### src/rtl/imem_loader.sv
// imem_loader: writes a length-prefixed little-endian byte image into imem port B and holds the CPU in reset until it is loaded.
// Define IMEM_LOADER_CHECKSUM_EN to require a trailing XOR checksum byte after the data.
module imem_loader #(
  parameter int ADDR_W    = 14,
  parameter int MAX_WORDS = 16384
) (
  input  logic              clk,
  input  logic              reset,
  input  logic              start,
  input  logic              rx_valid,
  input  logic [7:0]        rx_data,
  output logic              rx_ready,
  output logic [3:0]        imem_we,
  output logic [ADDR_W-1:0] imem_addr,
  output logic [31:0]       imem_din,
  output logic              cpu_hold,
  output logic              busy,
  output logic              done,
  output logic              error,
  output logic [ADDR_W:0]   words_loaded
);
`ifdef IMEM_LOADER_CHECKSUM_EN
  typedef enum logic [2:0] {IDLE, LEN0, LEN1, DATA, CHK, DONE, ERR} state_t;
  logic [7:0] csum_q;
`else
  typedef enum logic [2:0] {IDLE, LEN0, LEN1, DATA, DONE, ERR} state_t;
`endif
  state_t state_q, state_d;
  logic rx_ready_q, busy_q, done_q, error_q, cpu_hold_q;
  logic [3:0] we_q;
  logic [ADDR_W-1:0] addr_q;
  logic [31:0] din_q;
  logic [ADDR_W:0] wl_q;
  logic [15:0] n_q, n_full;
  logic [1:0] idx_q;
  logic [23:0] part_q;
  logic xfer, take, last, idle, active_d;
  assign xfer = rx_valid && rx_ready_q;
  assign n_full = {rx_data, n_q[7:0]};
  assign idle = state_q inside {IDLE, DONE, ERR};
  // The cycle carrying the final write is still DATA, but accepts no byte.
  assign take = xfer && state_q == DATA && 32'(wl_q) != 32'(n_q);
  assign last = take && idx_q == 2'd3 && 32'(wl_q) + 32'd1 == 32'(n_q);
  assign active_d = !(state_d inside {IDLE, DONE, ERR});
  always_comb begin
    state_d = state_q;
    case (state_q)
      IDLE, DONE, ERR: state_d = start ? LEN0 : state_q;
      LEN0: state_d = xfer ? LEN1 : LEN0;
      LEN1: state_d = !xfer ? LEN1 : (n_full == 16'd0 || 32'(n_full) > MAX_WORDS) ? ERR : DATA;
`ifdef IMEM_LOADER_CHECKSUM_EN
      DATA: state_d = last ? CHK : DATA;
      CHK: state_d = !xfer ? CHK : (rx_data == csum_q) ? DONE : ERR;
`else
      DATA: state_d = (32'(wl_q) == 32'(n_q)) ? DONE : DATA;
`endif
      default: state_d = IDLE;
    endcase
  end
  always_ff @(posedge clk) begin
    if (!reset) begin
      state_q <= IDLE;
      rx_ready_q <= 1'b0;
      busy_q <= 1'b0;
      done_q <= 1'b0;
      error_q <= 1'b0;
      cpu_hold_q <= 1'b1;
      we_q <= 4'h0;
      addr_q <= '0;
      din_q <= '0;
      wl_q <= '0;
      n_q <= '0;
      idx_q <= '0;
      part_q <= '0;
`ifdef IMEM_LOADER_CHECKSUM_EN
      csum_q <= '0;
`endif
    end else begin
      state_q <= state_d;
      rx_ready_q <= active_d;
      busy_q <= active_d;
      done_q <= state_d == DONE;
      error_q <= state_d == ERR;
      cpu_hold_q <= state_d != DONE;
      we_q <= 4'h0;
      if (idle && start) begin
        wl_q <= '0;
        idx_q <= '0;
`ifdef IMEM_LOADER_CHECKSUM_EN
        csum_q <= '0;
`endif
      end
      if (xfer && state_q == LEN0) n_q[7:0] <= rx_data;
      if (xfer && state_q == LEN1) n_q[15:8] <= rx_data;
      if (take) begin
        idx_q <= idx_q + 2'd1;
        part_q <= {rx_data, part_q[23:8]};
`ifdef IMEM_LOADER_CHECKSUM_EN
        csum_q <= csum_q ^ rx_data;
`endif
        if (idx_q == 2'd3) begin
          we_q <= 4'hF;
          addr_q <= wl_q[ADDR_W-1:0];
          din_q <= {rx_data, part_q};
          wl_q <= wl_q + (ADDR_W+1)'(1);
        end
      end
    end
  end
  assign rx_ready = rx_ready_q;
  assign imem_we = we_q;
  assign imem_addr = addr_q;
  assign imem_din = din_q;
  assign cpu_hold = cpu_hold_q;
  assign busy = busy_q;
  assign done = done_q;
  assign error = error_q;
  assign words_loaded = wl_q;
endmodule

### config.mk
export PLATFORM = sky130hd
export DESIGN_NAME = imem_loader
export DESIGN_NICKNAME = d
export VERILOG_FILES = /design/src/rtl/imem_loader.sv
export SDC_FILE = /design/constraint.sdc
export NUM_CORES = 1
export LEC_CHECK = 0
export ABC_CLOCK_PERIOD_IN_PS = 1880
export BUFFER_PORTS_ARGS = -buffer_cell sky130_fd_sc_hd__buf_2
export CORE_MARGIN = 2
export CORE_UTILIZATION = 23
export CTS_CLUSTER_SIZE = 14
export DETAILED_ROUTE_END_ITERATION = 16
export PLACE_DENSITY_LB_ADDON = 0.2
export SETUP_SLACK_MARGIN = 0.4
export SLEW_MARGIN = 15
export SYNTH_ARGS = -nofsm -noshare
export SYNTH_HDL_FRONTEND = slang
export SYNTH_SLANG_ARGS = --single-unit
### constraint.sdc
create_clock -name clk -period 1.88 [get_ports clk]
set_input_delay 0.282 -clock clk [delete_from_list [all_inputs] [get_ports clk]]
set_output_delay 0.282 -clock clk [all_outputs]
set_load 0.02 [all_outputs]
==> results.py, run 1 <==
metrics = {
    "route": {
        "routedWlPerCell_um": 17.9,
        "vias_per_cell": 4.86,
        "ant_nets": 0,
        "wl_um": 16700,
        "drc": 0,
        "firstDrtPassIters": 5,
        "vias": 4535,
        "drt-initial-drc-count": 311,
    },
    "global_route": {
        "met3_usage_pct": 2.91,
        "grt-busiest-layer": "met2",
        "grt_max_degree": 40,
        "use_met1_pct": 19.9,
        "grt_util_all_layers_pct": 14.8,
        "use_met2_pct": 24.3,
        "antenna_found_initial": 0,
        "grt_pass1_wl_um": 25300,
        "gr-total-overflow": 0,
        "first_global_vias": 4471,
    },
    "floorplanning": {
        "start_util_pct": 23.6,
        "die_width_um": 149,
        "io_pins": 82,
        "die_area_um2": 22100,
        "core_area_um2": 20400,
        "fp.dieH_um": 149,
        "rows": 52,
    },
    "clock_tree": {
        "clock_latency_ps": 360,
        "cts_root_buf": "clkbuf_16",
        "htree_levels": 3,
        "cts_buffer_depth": 2,
        "clkSinkCount": 111,
        "clkTransAtPathRegs_ps": 80,
        "cts_buffers": 9,
        "cts_tree": "built",
    },
    "yosys": {
        "synth_cells": 560,
        "synth_area_per_cell_um2": 8.58,
        "synth_cell_type_count": 44,
        "yosys_warnings": 0,
        "ys_seq_area_share_pct": 46.3,
        "synthFlopType": "dfxtp_1",
        "synth_top_area_share_pct": 46.3,
        "synthArstFlopShare_pct": 0,
        "synth_edf_count": 0,
        "synth-seq-cells": 111,
        "synth.top_cells.by_count": "dfxtp_1 (111), nand2_1 (56), nand3_1 (56), o21ai_0 (54), a21oi_1 (53)",
        "synth_area_um2": 4800,
        "syn-num-nets": 574,
        "yosys-top-cells-area": "dfxtp_1 (46%), mux2i_1 (9.0%), nand3_1 (5.8%), o21ai_0 (5.6%), a21oi_1 (5.5%)",
        "netlist.top_cell.by_area": "dfxtp_1",
        "synth.most_common_cell": "dfxtp_1",
    },
    "timing": {
        "period_needed_ps": 1840,
        "fin_crit_sh_pct": 97.8,
        "worst_pin_slew_ps": 404,
        "relSlewSlack_pct": 73.0,
        "max_freq_mhz": 544,
        "setup_viol": 0,
        "report.final.slew_viol_count": 0,
        "hold_slack_ps": 263,
        "rsz0062_at_grt": "yes",
        "skew_ps": 10.9,
        "postLayoutSetupSlackWorst_ps": 41.2,
        "finalHoldViolations": 0,
    },
    "setup_path": {
        "cp.buffers_inverters": 4,
        "crit_fanout": 6,
        "endpoint_kind": "flip-flop",
        "critPathLaunchType": "flip-flop",
        "required_ps": 2140,
        "slowest_stage": "dfxtp_2",
        "worstPathArrival_ps": 2100,
        "cpPeakStageDelay_ps": 350,
        "critPathTopFamily": "buffers and inverters",
        "worstPathCellList": "xor2_1 > nor4_2 > buf_4 > nand4_4 > buf_12 > buf_12 > clkbuf_16 > nand3_1 > a21oi_2",
        "crit_type": "reg2reg",
        "crit_top_cell": "buf_12",
    },
    "power_and_ir_drop": {
        "ir_drop_mv": 0.524,
        "pwr_density_cell_nw_per_um2": 778,
        "power_leakage_nw": 2.51,
    },
    "placement": {
        "pre_cts_ws_ps": -83.7,
        "gp_congestion": 0.796,
        "hpwl_um": 11000,
        "io_buffers": 81,
        "placed_cell_area_um2": 5730,
    },
    "run_status": {
        "run_status": "finished clean",
    },
    "run": {
        "cap_violations": 0,
    },
    "final_layout": {
        "final_layout_size_suffix_gt1_share_pct": 34.5,
        "area_growth_pct": 37.6,
        "finalInstanceArea_um2": 6610,
        "nNetsFinal": 672,
        "antenna_cells": 0,
    },
    "worst_hold_path": {
        "hp-class": "in2reg",
    },
}
==> timing repair <==
item | 4_1_cts | 5_1_grt
buffers inserted | 10 | 0
gates resized for setup | 37 | 28
setup endpoints to repair | 111 | 111
pin swaps | 9 | 7
gates cloned | 5 | 5
hold buffers | 0 | 0
==> routing by layer <==
metal	part of all wire (%)	routed length (um)
met5	0	0
met2	48	7980
met3	3.8	636
met4	1.7	287
met1	47	7770
==> power breakdown <==
part | internal, W | leakage [nW] | switching (W)
Sequential | 0.00235 | 0.908 | 0.0000157
Clock | 0.000957 | 0.150 | 0.00102
Combinational | 0.000360 | 1.46 | 0.000440
Total | 0.00367 | 2.51 | 0.00147
==> worst min-delay path: stages <==
cell     delay, ps
buf_2          160
nand2_1         80
mux2i_1         60
==> placed cells by master (no fill, tap or decap), drive strengths merged, types with 2 or more instances in the layout <==
cell     netlist  final
a21oi         53     53
a31oi          4      4
and2           3      3
and3           3      5
and4           4      4
buf           22    139
clkbuf        37     13
clkinv         0      2
dfxtp        111    111
ha             2      2
inv            1      6
mux2i         43     43
nand2         56     56
nand2b         2      2
nand3         56     56
nand4          4      4
nor2          31     31
nor2b          4      4
nor3           7      7
nor3b          2      2
nor4          11     11
o2111ai        2      2
o211ai        14     14
o21ai         60     61
or4            2      2
xor2          15     15
==> area by class of cell <==
class                           instances  area (um^2)
Clock inverter                          7         78.8
Multi-Input combinational cell        392         2610
Tap cell                              270          338
Fill cell                            2097        13800
Clock buffer                            9          225
Sequential cell                       111         2270
Timing Repair Buffer                  143         1090
Inverter                                1         3.75
==> through the flow <==
step	TNS (ps)	instances	util (%)	power [W]
2_1_floorplan	-301	560	-	0.00274
3_3_place_gp	-140	897	28.2	0.00288
3_5_place_dp	-1740	897	28.2	0.00289
4_1_cts	0	928	31.3	0.00504
5_1_grt	-858	933	32.5	0.00532
6_report	0	933	32.5	0.00514
==> sequential cells by signal (all words and copies together) (netlist names) <==
name          count
imem_din         32
words_loaded     15
imem_we           1
idx_q             2
busy              1
state_q           3
part_q           24
cpu_hold          1
imem_addr        14
n_q              16
error             1
done              1
==> cell families after synthesis <==
group           count (synthesis)  synth area share (%)
compound gates                141                  16.4
xor+xnor                       15                  2.73
fa+ha+maj                       2                 0.521
buf+inv                        60                  5.96
simple gates                  188                  19.2
flops                         111                  46.2
mux                            43                  8.96
==> worst paths after layout <==
path,startpoint,to,slack [ps],cells past startpoint
max,n_q[2],imem_addr[11],40,9
min,rx_data[6],part_q[22],260,3
max reg2reg,n_q[2],imem_addr[11],40,9
min reg2reg,part_q[1],part_q[1],460,2
(Power assumes the default switching activity.)
==> run 2: changes to the inputs <==
--- a/config.mk
+++ b/config.mk
@@ -8,7 +8,7 @@
 export ABC_CLOCK_PERIOD_IN_PS = 1880
 export BUFFER_PORTS_ARGS = -buffer_cell sky130_fd_sc_hd__buf_2
 export CORE_MARGIN = 2
-export CORE_UTILIZATION = 23
+export CORE_UTILIZATION = 45
 export CTS_CLUSTER_SIZE = 14
 export DETAILED_ROUTE_END_ITERATION = 16
 export PLACE_DENSITY_LB_ADDON = 0.2
==> run 2 against run 1 <==
Compared with the run above:
- first-iteration DRC count down 6.4%
- maximum frequency down 1.2%
- critical path depth down 1
- core utilization up 33 points
- register-to-register slack worse by 20 ps
- sequential power about the same
- highest routed layer unchanged
==> results.py, run 2 (synthesis results as in run 1) <==
metrics = {
    "floorplanning": {
        "core_area_um2": 10300,
        "rows": 37,
        "fp.dieH_um": 107,
        "die_area_um2": 11500,
        "die_width_um": 107,
        "io_pins": 82,
        "start_util_pct": 46.5,
    },
    "route": {
        "routedWlPerCell_um": 19.0,
        "vias_per_cell": 5.89,
        "vias": 4739,
        "routed.top_layer": "met4",
        "dr_wl_met2_um": 7090,
        "drc": 0,
        "wl_met1_um": 6860,
        "wl_met3_um": 949,
        "wl_um": 15300,
        "drt-initial-drc-count": 291,
        "ant_nets": 0,
        "firstDrtPassIters": 5,
    },
    "final_layout": {
        "final_common_cell": "dfxtp_1",
        "layout_common_cells": "dfxtp_1 (85), buf_2 (81), nand2_1 (54)",
        "final_layout_size_suffix_gt1_share_pct": 43.6,
        "largest_reg_flops": 32,
        "nNetsFinal": 678,
        "fillers": 816,
        "multiInputGateArea_um2": 3030,
        "finalInstanceArea_um2": 6810,
        "area_growth_pct": 41.7,
        "antenna_cells": 0,
        "regArea_um2": 2280,
    },
    "setup_path": {
        "worstPathArrival_ps": 2120,
        "critPathCapture": "words_loaded[3]",
        "timing.rr.end": "words_loaded[3]",
        "r2r_slack_ps": 20,
        "crit_fanout": 7,
        "cpPeakStageDelay_ps": 380,
        "timing.critical_path.from": "words_loaded[6]",
        "required_ps": 2140,
        "endpoint_kind": "flip-flop",
        "critPathLaunchType": "flip-flop",
        "worstPathCellList": "xor2_4 > nor4_4 > buf_4 > nand4_4 > buf_12 > clkbuf_16 > o211ai_1 > o21ai_1",
        "crit_type": "reg2reg",
        "rr_worst_depth": 8,
        "reg2reg_from": "words_loaded[6]",
        "slowest_stage": "dfxtp_4",
    },
    "timing": {
        "rsz0062_at_grt": "yes",
        "relSlewSlack_pct": 72.1,
        "worst_pin_slew_ps": 418,
        "setup_viol": 0,
        "period_needed_ps": 1860,
        "finalHoldViolations": 0,
        "max_freq_mhz": 537,
        "report.final.slew_viol_count": 0,
        "skew_ps": 11.8,
        "fin_crit_sh_pct": 99.0,
        "final.setup.tns_ps": 0,
    },
    "global_route": {
        "grt_pass1_wl_um": 22400,
        "grt_util_all_layers_pct": 24.5,
        "first_global_vias": 4276,
        "grt_max_degree": 39,
        "gr-total-overflow": 0,
        "antenna_found_initial": 0,
    },
    "placement": {
        "io_buffers": 81,
        "gp_congestion": 0.869,
        "placed_cell_area_um2": 5520,
        "hpwl_um": 9060,
    },
    "clock_tree": {
        "cts_buffer_depth": 2,
        "clkSinkCount": 111,
        "clock_latency_ps": 380,
        "cts_buffers": 9,
        "htree_levels": 3,
        "cts_tree": "built",
        "clkTransAtPathRegs_ps": 110,
        "ctsHoldBuffers": 0,
        "cts_root_buf": "clkbuf_8",
    },
    "power_and_ir_drop": {
        "ir_drop_mv": 0.463,
        "power_leakage_nw": 2.55,
        "pwr_density_cell_nw_per_um2": 680,
    },
    "worst_hold_path": {
        "hp-class": "in2reg",
    },
    "run": {
        "cap_violations": 0,
    },
    "run_status": {
        "run_status": "finished clean",
    },
}
[run 2: cell types whose count changed in the layout (fill, tap and decap cells not counted), sizes merged]
cell and change:
inv -3, clkinvlp +1, buf +5, clkbuf +2, and3 +1
[run 2: cell type report]
class / instances / area share [%]
multi-input cells: 393 / 44.4
well taps: 136 / 2.50
inverters: 1 / 0.0551
clock buffers: 11 / 1.93
repair buffers: 148 / 16.9
clock inverters: 5 / 0.607
flip-flops and latches: 111 / 33.6
[run 2: through the flow]
step	setup WS, ps	hold WS, ps	std cells	util [%]	power [W]
4_1_cts	136	218	795	58.6	0.00437
3_3_place_gp	18.0	446	759	53.5	0.00284
6_report	18.1	246	805	65.9	0.00463
3_5_place_dp	-1.39	449	759	53.5	0.00285
5_1_grt	-39.2	255	805	65.9	0.00479
2_1_floorplan	-15.2	424	560	-	0.00274
[run 2: worst max-delay path: cells and delay by family (launching register included)]
family,cells,cell delay [ps]
xor gates and xnor gates,1,190
AOI/OAI and AO/OA,2,200
buffers and inverters,3,520
DFF,1,380
and+or+nand+nor,2,450
[run 2: worst min-delay path by stage]
| stage | from | slack [ps] | cells past startpoint | end |
|---|---|---|---|---|
| 2_1_floorplan | rx_data[0] | 420 | 2 | part_q[16] |
| 3_3_place_gp | part_q[5] | 450 | 2 | part_q[5] |
| 3_5_place_dp | part_q[3] | 450 | 2 | part_q[3] |
| 4_1_cts | rx_data[6] | 220 | 3 | part_q[22] |
| 5_1_grt | rx_data[6] | 250 | 3 | imem_din[30] |
| 6_report | rx_data[6] | 250 | 3 | part_q[22] |
[run 2: power breakdown]
part	internal [W]	switching (W)
clock	0.000499	0.000856
sequential	0.00235	0.0000138
combinational	0.000410	0.000507
total	0.00326	0.00138
[run 2: per-layer routing]
layer / up-vias / track usage, %
met5: - / 0
met4: 0 / 9.52
met3: 40 / 3.69
met2: 200 / 37.5
met1: 2297 / 34.8
li1: 2202 / -
[run 2: timing repair]
action | CTS | global route
pin swaps | 25 | 39
gates cloned | 6 | 5
resized for setup | 38 | 136
setup endpoints to repair | 103 | 106
setup buffers | 14 | 5
==> run 3: changes to the inputs <==
--- a/config.mk
+++ b/config.mk
@@ -5,7 +5,7 @@
 export SDC_FILE = /design/constraint.sdc
 export NUM_CORES = 1
 export LEC_CHECK = 0
-export ABC_CLOCK_PERIOD_IN_PS = 1880
+export ABC_CLOCK_PERIOD_IN_PS = 1900
 export BUFFER_PORTS_ARGS = -buffer_cell sky130_fd_sc_hd__buf_2
 export CORE_MARGIN = 2
 export CORE_UTILIZATION = 45
==> constraint.sdc (replaced) <==
create_clock -name clk -period 1.9 [get_ports clk]
set_input_delay 0.285 -clock clk [delete_from_list [all_inputs] [get_ports clk]]
set_output_delay 0.285 -clock clk [all_outputs]
set_load 0.02 [all_outputs]
==> run 3 against run 2 <==
Compared with the run above:
- sequential power about the same
- critical path depth down 1
- via count down 2.7%
- sequential share of layout area up 2.7 points
- clock-buffer cell count down 2
- non-clock buffer count down 9
- worst hold slack worse by 30 ps
- routed wire length down 4.4%
- global-route usage down 1.4 points
- worst setup slack better by 51 ps
- clock power up 7%
- core utilization down 5.2 points
- critical endpoint is now busy
==> results.py, run 3 (synthesis results as in run 1) <==
metrics = {
    "timing": {
        "report.final.slew_viol_count": 0,
        "max_freq_mhz": 546,
        "fin_crit_sh_pct": 96.3,
        "setup_viol": 0,
        "rsz0062_at_grt": "yes",
        "finalHoldViolations": 0,
        "relSlewSlack_pct": 72.2,
        "worst_pin_slew_ps": 417,
        "skew_ps": 14.4,
        "period_needed_ps": 1830,
        "final.setup.tns_ps": 0,
    },
    "route": {
        "routedWlPerCell_um": 18.4,
        "drc": 0,
        "firstDrtPassIters": 8,
        "drt-initial-drc-count": 347,
        "ant_nets": 0,
        "vias_per_cell": 5.78,
        "vias": 4610,
        "wl_um": 14600,
    },
    "final_layout": {
        "antenna_cells": 0,
        "area_growth_pct": 30.5,
        "largest_reg_flops": 32,
        "fin_util_pct": 60.7,
        "fillers": 888,
        "multiInputGateArea_um2": 2600,
        "regArea_um2": 2270,
        "final_common_cell": "dfxtp_1",
        "nNetsFinal": 670,
        "finalInstanceArea_um2": 6270,
        "layout_common_cells": "dfxtp_1 (88), buf_2 (81), nand2_1 (56)",
        "final_cell_count_no_fill": 797,
        "final_layout_size_suffix_gt1_share_pct": 34.0,
    },
    "global_route": {
        "gr-total-overflow": 0,
        "antenna_found_initial": 0,
        "first_global_vias": 4091,
        "grt_pass1_wl_um": 21200,
        "grt_util_all_layers_pct": 23.2,
        "grt_max_degree": 39,
    },
    "setup_path": {
        "critPathLaunchType": "flip-flop",
        "critPathTopFamily": "compound AO/OA/AOI/OAI gates",
        "cp.buffers_inverters": 2,
        "worstPathCellList": "buf_4 > nor4_2 > nand4_1 > mux2i_1 > buf_4 > a22o_4 > o32ai_1",
        "worstPathArrival_ps": 2120,
        "endpoint_kind": "flip-flop",
        "slowest_stage": "dfxtp_4",
        "reg2reg_from": "n_q[2]",
        "required_ps": 2190,
        "cpPeakStageDelay_ps": 380,
        "crit_fanout": 5,
        "crit_top_cell": "buf_4",
        "crit_type": "reg2reg",
        "critPathCapture": "busy",
        "timing.rr.end": "busy",
        "rr_worst_depth": 7,
        "timing.critical_path.from": "n_q[2]",
        "path_depth": 7,
        "r2r_slack_ps": 70,
    },
    "floorplanning": {
        "die_area_um2": 11500,
        "io_pins": 82,
        "die_width_um": 107,
        "fp.dieH_um": 107,
        "core_area_um2": 10300,
        "rows": 37,
        "start_util_pct": 46.5,
    },
    "run": {
        "cap_violations": 0,
    },
    "clock_tree": {
        "htree_levels": 3,
        "cts_buffers": 9,
        "cts_tree": "built",
        "cts_root_buf": "clkbuf_8",
        "clock_latency_ps": 390,
        "clkTransAtPathRegs_ps": 120,
        "ctsHoldBuffers": 0,
        "clkSinkCount": 111,
        "cts_buffer_depth": 2,
    },
    "power_and_ir_drop": {
        "p_clk_share_pct": 31.8,
        "power_leakage_nw": 2.50,
        "power_frac_comb_pct": 16.4,
        "total_power_w": 0.00452,
        "swShare_pct": 30.1,
        "p_seq_share_pct": 51.9,
        "power.switching_w": 0.00136,
        "ir_drop_mv": 0.505,
        "pwr_density_cell_nw_per_um2": 722,
        "p_int_w": 0.00316,
    },
    "placement": {
        "gp_congestion": 0.823,
        "io_buffers": 81,
        "dp_cells": 758,
        "placed_cell_area_um2": 5520,
        "hpwl_um": 8890,
    },
    "run_status": {
        "run_status": "finished clean",
    },
    "worst_hold_path": {
        "hp-class": "in2reg",
    },
}
-- run 3: metal layers --
metal,track usage (%),vias to the layer above,wire (um)
met5,0,-,0
met4,6.50,0,229
met3,3.15,26,837
met2,36.4,167,6860
met1,33.4,2221,6710
li1,-,2196,-
-- run 3: worst min-delay path: stages --
cell and delay, ps:
buf_2 150, nand3_1 70, a21oi_1 60
-- run 3: worst min path at each step --
stage	end	cells after the start	start
global route	part_q[22]	3	rx_data[6]
floorplan	part_q[16]	2	rx_data[0]
CTS	part_q[18]	3	rx_data[2]
global placement	part_q[5]	2	part_q[5]
detailed placement	part_q[2]	2	part_q[2]
finish	imem_din[30]	3	rx_data[6]
-- run 3: final cells by class --
type                       instances  area share (%)
clock buffer                       9            1.98
clock inverter                     7            1.12
inverter                           1          0.0599
multi-input combinational        394            41.5
sequential                       111            36.3
tap                              136            2.71
timing repair buffer             139            16.3
-- run 3: repair_timing --
item,CTS,global route
endpoints found under the setup margin,103,111
hold endpoints to repair,0,0
gates cloned,5,7
resized for setup,40,49
buffers inserted,2,9
pin swaps,5,52
-- run 3: metrics by stage --
stage / setup WS [ps] / hold WS (ps)
finish: 69.5 / 216
global route: 9.33 / 216
CTS: 134 / 192
detailed placement: 16.6 / 448
global placement: 59.1 / 445
floorplan: 4.83 / 427
-- run 3: power groups by stage --
| stage | registers, W | logic (W) | clock network, W |
|---|---|---|---|
| 2_1_floorplan | 0.00239 | 0.000318 | 0 |
| 3_3_place_gp | 0.00240 | 0.000413 | 0 |
| 3_5_place_dp | 0.00240 | 0.000420 | 0 |
| 4_1_cts | 0.00235 | 0.000529 | 0.00145 |
| 5_1_grt | 0.00235 | 0.000774 | 0.00154 |
| 6_report | 0.00235 | 0.000740 | 0.00144 |
